File: src/rtl/fetch_decode_stage.sv
// Y86-64 fetch-side PC select/predict register and F/D pipeline register.
// Optional instruction-issue counter is compiled in when FD_PERF_CNT_EN is defined.
module fetch_decode_stage #(
  parameter int CNT_W = 32
) (
  input  logic             clk,
  input  logic             rst_n,
  input  logic [3:0]       f_icode,
  input  logic [3:0]       f_ifun,
  input  logic [3:0]       f_rA,
  input  logic [3:0]       f_rB,
  input  logic [63:0]      f_valC,
  input  logic [63:0]      f_valP,
  input  logic [2:0]       f_stat,
  input  logic             F_stall,
  input  logic             D_stall,
  input  logic             D_bubble,
  input  logic [3:0]       M_icode,
  input  logic             M_cnd,
  input  logic [63:0]      M_valA,
  input  logic [3:0]       W_icode,
  input  logic [63:0]      W_valM,
  output logic [63:0]      pc,
  output logic [63:0]      F_predPC,
  output logic [2:0]       D_stat,
  output logic [3:0]       D_icode,
  output logic [3:0]       D_ifun,
  output logic [3:0]       D_rA,
  output logic [3:0]       D_rB,
  output logic [63:0]      D_valC,
  output logic [63:0]      D_valP,
  output logic [CNT_W-1:0] instr_count
);

  localparam logic [3:0] I_NOP  = 4'h1;
  localparam logic [3:0] I_JXX  = 4'h7;
  localparam logic [3:0] I_CALL = 4'h8;
  localparam logic [3:0] I_RET  = 4'h9;
  localparam logic [3:0] R_NONE = 4'hF;
  localparam logic [2:0] S_AOK  = 3'd1;

  logic [63:0] f_pred_pc;
  logic [63:0] pred_pc_q, pred_pc_d;
  logic [2:0]  stat_q, stat_d;
  logic [3:0]  icode_q, icode_d;
  logic [3:0]  ifun_q, ifun_d;
  logic [3:0]  ra_q, ra_d;
  logic [3:0]  rb_q, rb_d;
  logic [63:0] valc_q, valc_d;
  logic [63:0] valp_q, valp_d;

  // Jumps and calls are predicted taken.
  always_comb begin
    f_pred_pc = f_valP;
    if (f_icode == I_JXX || f_icode == I_CALL) f_pred_pc = f_valC;
  end

  // A not-taken jump resolving in M outranks a return completing in W.
  always_comb begin
    pc = pred_pc_q;
    if (M_icode == I_JXX && !M_cnd)  pc = M_valA;
    else if (W_icode == I_RET)       pc = W_valM;
  end

  always_comb begin
    pred_pc_d = pred_pc_q;
    if (!F_stall) pred_pc_d = f_pred_pc;
  end

  // Stall outranks bubble so a held instruction is never squashed.
  always_comb begin
    stat_d  = stat_q;
    icode_d = icode_q;
    ifun_d  = ifun_q;
    ra_d    = ra_q;
    rb_d    = rb_q;
    valc_d  = valc_q;
    valp_d  = valp_q;
    if (D_stall) begin
      stat_d = stat_q;
    end else if (D_bubble) begin
      stat_d  = S_AOK;
      icode_d = I_NOP;
      ifun_d  = 4'h0;
      ra_d    = R_NONE;
      rb_d    = R_NONE;
      valc_d  = 64'd0;
      valp_d  = 64'd0;
    end else begin
      stat_d  = f_stat;
      icode_d = f_icode;
      ifun_d  = f_ifun;
      ra_d    = f_rA;
      rb_d    = f_rB;
      valc_d  = f_valC;
      valp_d  = f_valP;
    end
  end

  always_ff @(posedge clk or negedge rst_n) begin
    if (!rst_n) begin
      pred_pc_q <= 64'd0;
      stat_q    <= S_AOK;
      icode_q   <= I_NOP;
      ifun_q    <= 4'h0;
      ra_q      <= R_NONE;
      rb_q      <= R_NONE;
      valc_q    <= 64'd0;
      valp_q    <= 64'd0;
    end else begin
      pred_pc_q <= pred_pc_d;
      stat_q    <= stat_d;
      icode_q   <= icode_d;
      ifun_q    <= ifun_d;
      ra_q      <= ra_d;
      rb_q      <= rb_d;
      valc_q    <= valc_d;
      valp_q    <= valp_d;
    end
  end

  assign F_predPC = pred_pc_q;
  assign D_stat   = stat_q;
  assign D_icode  = icode_q;
  assign D_ifun   = ifun_q;
  assign D_rA     = ra_q;
  assign D_rB     = rb_q;
  assign D_valC   = valc_q;
  assign D_valP   = valp_q;

`ifdef FD_PERF_CNT_EN
  logic [CNT_W-1:0] instr_count_q, instr_count_d;
  logic             d_load;

  // Counts only real issues into D; saturates rather than wrapping.
  always_comb begin
    d_load        = !D_stall && !D_bubble;
    instr_count_d = instr_count_q;
    if (d_load && !(&instr_count_q)) instr_count_d = instr_count_q + CNT_W'(1);
  end

  always_ff @(posedge clk or negedge rst_n) begin
    if (!rst_n) instr_count_q <= '0;
    else        instr_count_q <= instr_count_d;
  end

  assign instr_count = instr_count_q;
`else
  assign instr_count = '0;
`endif

endmodule
File: config.mk
export PLATFORM = sky130hd
export DESIGN_NAME = fetch_decode_stage
export DESIGN_NICKNAME = d
export VERILOG_FILES = /design/src/rtl/fetch_decode_stage.sv
export SDC_FILE = /design/constraint.sdc
export NUM_CORES = 1
export LEC_CHECK = 0
export ABC_AREA = 1
export CAP_MARGIN = 20
export CORE_AREA = 5 5 227 229
export DETAILED_ROUTE_END_ITERATION = 6
export DIE_AREA = 0 0 232 234
export PLACE_DENSITY = 0.52
export SYNTH_ARGS = -nofsm -noshare
export SYNTH_HDL_FRONTEND = slang
export SYNTH_SLANG_ARGS = --single-unit
export TNS_END_PERCENT = 20
File: constraint.sdc
create_clock -name clk -period 2.45 [get_ports clk]
set_input_delay 0.49 -clock clk [delete_from_list [all_inputs] [get_ports clk]]
set_output_delay 0.49 -clock clk [all_outputs]
set_load 0.02 [all_outputs]
[Word level (Yosys, flattened, before mapping)]
Cells that the tools add are included.
Word-level totals
  register bits after elaboration: 211
  output and inout bits: 307
  word-level logic and storage cells: 25
Cells by class
  eq/ne operators: 4
  mux-type cells: 10
  reduce and logical (&&, ||, !) cells: 3
Operators with widths (number)
  2-to-1 mux 64 bit: 5
  2-to-1 mux 4 bit: 4
  equality test 4 x 3 -> 1 bit (second input constant): 2
  equality test 4 bit (second input constant): 2
  2-to-1 mux 3 bit: 1
  logical AND 1 bit: 1
  zero test 1 bit: 1
  logical OR 1 bit: 1

[Depth between registers and ports, before layout]
  depth in word-level cells: 3
  mapped depth: 8
  gate-level depth less buffers: 7

[Least setup slack after synthesis]
Ideal clock, no wire load.
  kind: input to output
  from: in W_icode[1]
  to: out pc[10]
  arrival time: 1282 ps
  data required time: 1960 ps
  setup slack: 678 ps
  cell stages on the path: 7
  path through: nor2_1 buf_4 buf_2 nand3_1 nand2_1 nand2_1 nand2_1
On the way
  cells in the longest elaborated chain, start to end: 3
Ends and longest elaborated chain
  from (decl): line 21  | input logic [3:0] W_icode,
  equality test 4 bit: line 62  | else if (W_icode == I_RET) pc = W_valM;
  2-to-1 mux 64 bit: line 62
  2-to-1 mux 64 bit: line 61  | if (M_icode == I_JXX && !M_cnd) pc = M_valA;
  to (decl): line 23  | output logic [63:0] pc,
Every way passes these cells.

[Final worst setup path]
  from: in M_icode[2]
  to: out pc[39]
On the way
  cells in the longest elaborated chain, start to end: 3
Ends and longest elaborated chain
  from (decl): line 18  | input logic [3:0] M_icode,
  equality test 4 x 3 -> 1 bit: line 61
  logical AND 1 bit: line 61
  2-to-1 mux 64 bit: line 61
Every way passes these cells.

==> out/qor.txt <==
Outcome: finished with violations
Failing checks: negative setup slack
Switching Share: 0.322
CP startpoint kind: input port
Clock buffer depth: 3
Die Area: 54300 sq um
IO Count: 596
Non-Filler Instances: 2745
Tcrit/Tclk final: 1.00
Vias in the first global route: 12200
Max VDD drop: 0.338 mV
Post-DRT Antenna Nets: 0
CP max FO: 27
Area grow syn2layout: 74.0%
Synth area leaders: dfrtp_1 (46%), nand2_1 (20%), nand3_1 (12%)
P_int: 7.78 mW
Hold Path End: D_icode[0]
Post-synthesis sequential area ratio: 0.487
Placed cells: 2655
Post-synth top area share: 0.463
Pre-Repair DR Iteration Count: 6
Hold depth: 3
Biggest area consumer among synthesized cells: dfrtp_1
Final instance area: 18900 sq um
CTS tree: done
Syn_area_per_cell: 7.33 sq um
Most frequent cell after synthesis: nand2_1
Slew HR: 0.456
Family with the most delay on the worst path: buffers and inverters
HPWL after DPL: 40700 microns
Reg2reg start: D_ifun[2]
CTS root buf: clkbuf_16
CTS Buf Count: 26
DR DRC count: 0
Min cycle time layout: 2.46 ns
Layout cell share with drive strength beyond 1: 0.111
Die span in y: 234 microns
Async S/R FF share, synth: 1.00
RePlAce Congestion: 0.881
CP Class: in -> out
R2R cell count: 1
Slew Limit Fails: 0
Hold_sp: D_stall
Peak Freq: 0.406 GHz
Max Cap Viol: 0
Worst slew pin tran: 0.816 ns
WL/cell: 21.8 microns
Gr usage total: 0.194
Clock power share: 0.352
Grt ovf: 0
First-pass GRT wire length: 80200 microns
Setup repair after global routing missed its margin: true
Crit path largest cell delay: 0.46 ns
P_sw: 3.70 mW
Mapped cell area: 10900 sq um
Final worst slack: -0.0111 ns
Leak: 9.21 nW
Critical Path Sink Type: output pin
PortBufs: 563
Worst path bufs/invs: 5
H-tree depth: 1
Total length of routed wires: 59900 microns
Layout Skew: 0 ns
Synth Flop Type: dfrtp_1
# setup viols final: 4
Layout Nets: 2341
Sink Count: 211
Crit-path cells: clkdlybuf4s50_1 -> inv_1 -> nor2_4 -> buf_6 -> buf_12 -> nand3_2 -> nand2_1 -> buf_2
Ys Warns: 0
Filler instances: 5182
Critical path's slowest cell: clkdlybuf4s50_1
Largest net degree at the start of global routing: 82
Number of DRC markers in iteration 0: 805
Cell variety after synth: 21
Flop pwr share: 0.354
FF+latch count, synth: 211
Starting Density: 0.220
Hold Vio Cnt, Final: 0
Worst Path Required: 1.96 ns
Die X: 232 microns
Placement Cell Area: 17400 sq um
Crit path arrival time: 1.97 ns
Clock Latency Late Sink: 0.53 ns
Vias per cell: 4.49
Post-synth EDFFs: 0
Synth Instances: 1482
Reg2reg setup slack: 1.69 ns
Hold Crit Class: in -> reg
Reg-to-Reg End: D_ifun[2]
Core Rows: 82
Antenna violations before repair: 4
Via count: 12300
Synth top cells by count: nand2_1 (589), nand3_1 (256), dfrtp_1 (201)
Core ar.: 49500 sq um
Worst-path clk slew: 0.06 ns
PD cells: 607 nW/um^2
Combinational Power Share: 0.294
-- flip-flops by register name (all words and copies together), names as in the netlist --
name	flops
F_predPC	64
D_ifun	4
D_rA	4
D_rB	4
D_valC	64
D_valP	64
D_icode	4
D_stat	3
-- timing repair --
item	CTS	global route
hold buffers	1	0
endpoints found under the hold margin	59	0
gates resized for setup	247	63
cloned	5	16
pin swaps	4	7
endpoints found under the setup margin	64	59
buffers inserted	8	11
-- cell families (layout without fill, tap and decap cells) --
| group | after synthesis | in the layout | share of synthesized area |
|---|---|---|---|
| AO/OA/AOI/OAI | 147 | 147 | 0.0729 |
| flip-flops | 211 | 211 | 0.487 |
| other | 1 | 33 | 0.000345 |
| buffers and inverters | 272 | 829 | 0.115 |
| AND/OR/NAND/NOR | 851 | 853 | 0.324 |
-- stage by stage --
step                      hold WS (ns)  total power, mW  setup WS (ns)  utilization  setup TNS, ns
after floorplan                  0.194             5.51          0.678            -              0
after global placement           0.468             7.46         -0.493        0.352         -26.23
after detailed placement         0.472             7.47         -0.501        0.352         -26.68
after CTS                        0.308             11.5         -0.141        0.372          -1.72
after global routing             0.353             12.0        -0.0651        0.382          -1.57
final                            0.325             11.5        -0.0111        0.382        -0.0262
-- area by class of cell --
cell class                 instances  area [sq um]  share of cell area
antenna                            1          2.50            0.000132
clock buffer                      37           763              0.0404
inverter                         137           524              0.0277
timing repair buffer             644          6740               0.356
tap                              672           841              0.0445
clock inverter                    11           133             0.00701
sequential                       211          5290               0.280
multi-input combinational       1032          4610               0.244
-- layer usage --
layer	global-route usage	part of all wire	vias up
met1	0.241	0.41	5861
met2	0.324	0.47	585
met3	0.0532	0.083	110
met5	0	0.00078	-
met4	0.0720	0.038	6
li1	-	-	5762
-- power groups by stage --
stage	clock network, mW	logic [mW]	registers, mW
after floorplan	0	1.07	4.44
after global placement	0	3.37	4.10
after detailed placement	0	3.36	4.11
after CTS	4.15	3.32	4.06
after global routing	4.30	3.61	4.10
final	4.05	3.37	4.06
-- cell usage in the layout (no fill, tap or decap), types with 6 or more instances in the layout --
cell type,count
o21ai_1,91
o22a_1,9
clkdlybuf4s50_1,490
clkinv_2,7
nand2_1,573
clkbuf_16,38
buf_4,32
clkbuf_2,7
a22o_1,6
inv_1,133
o21ai_0,40
buf_6,7
dfstp_2,10
buf_12,28
nand2_2,10
buf_2,48
nand3_1,252
buf_16,8
conb_1,32
dfrtp_1,201
-- worst max path at each step --
stage / startpoint / slack [ns] / cells past startpoint / end
2_1_floorplan: W_icode[1] / 0.68 / 7 / pc[10]
3_3_place_gp: W_icode[1] / -0.49 / 9 / pc[2]
3_5_place_dp: W_icode[2] / -0.50 / 9 / pc[2]
4_1_cts: W_icode[3] / -0.14 / 10 / pc[33]
5_1_grt: M_icode[2] / -0.07 / 8 / pc[12]
6_report: M_icode[2] / -0.01 / 8 / pc[39]
No activity file was read; power rests on OpenSTA's default activity.
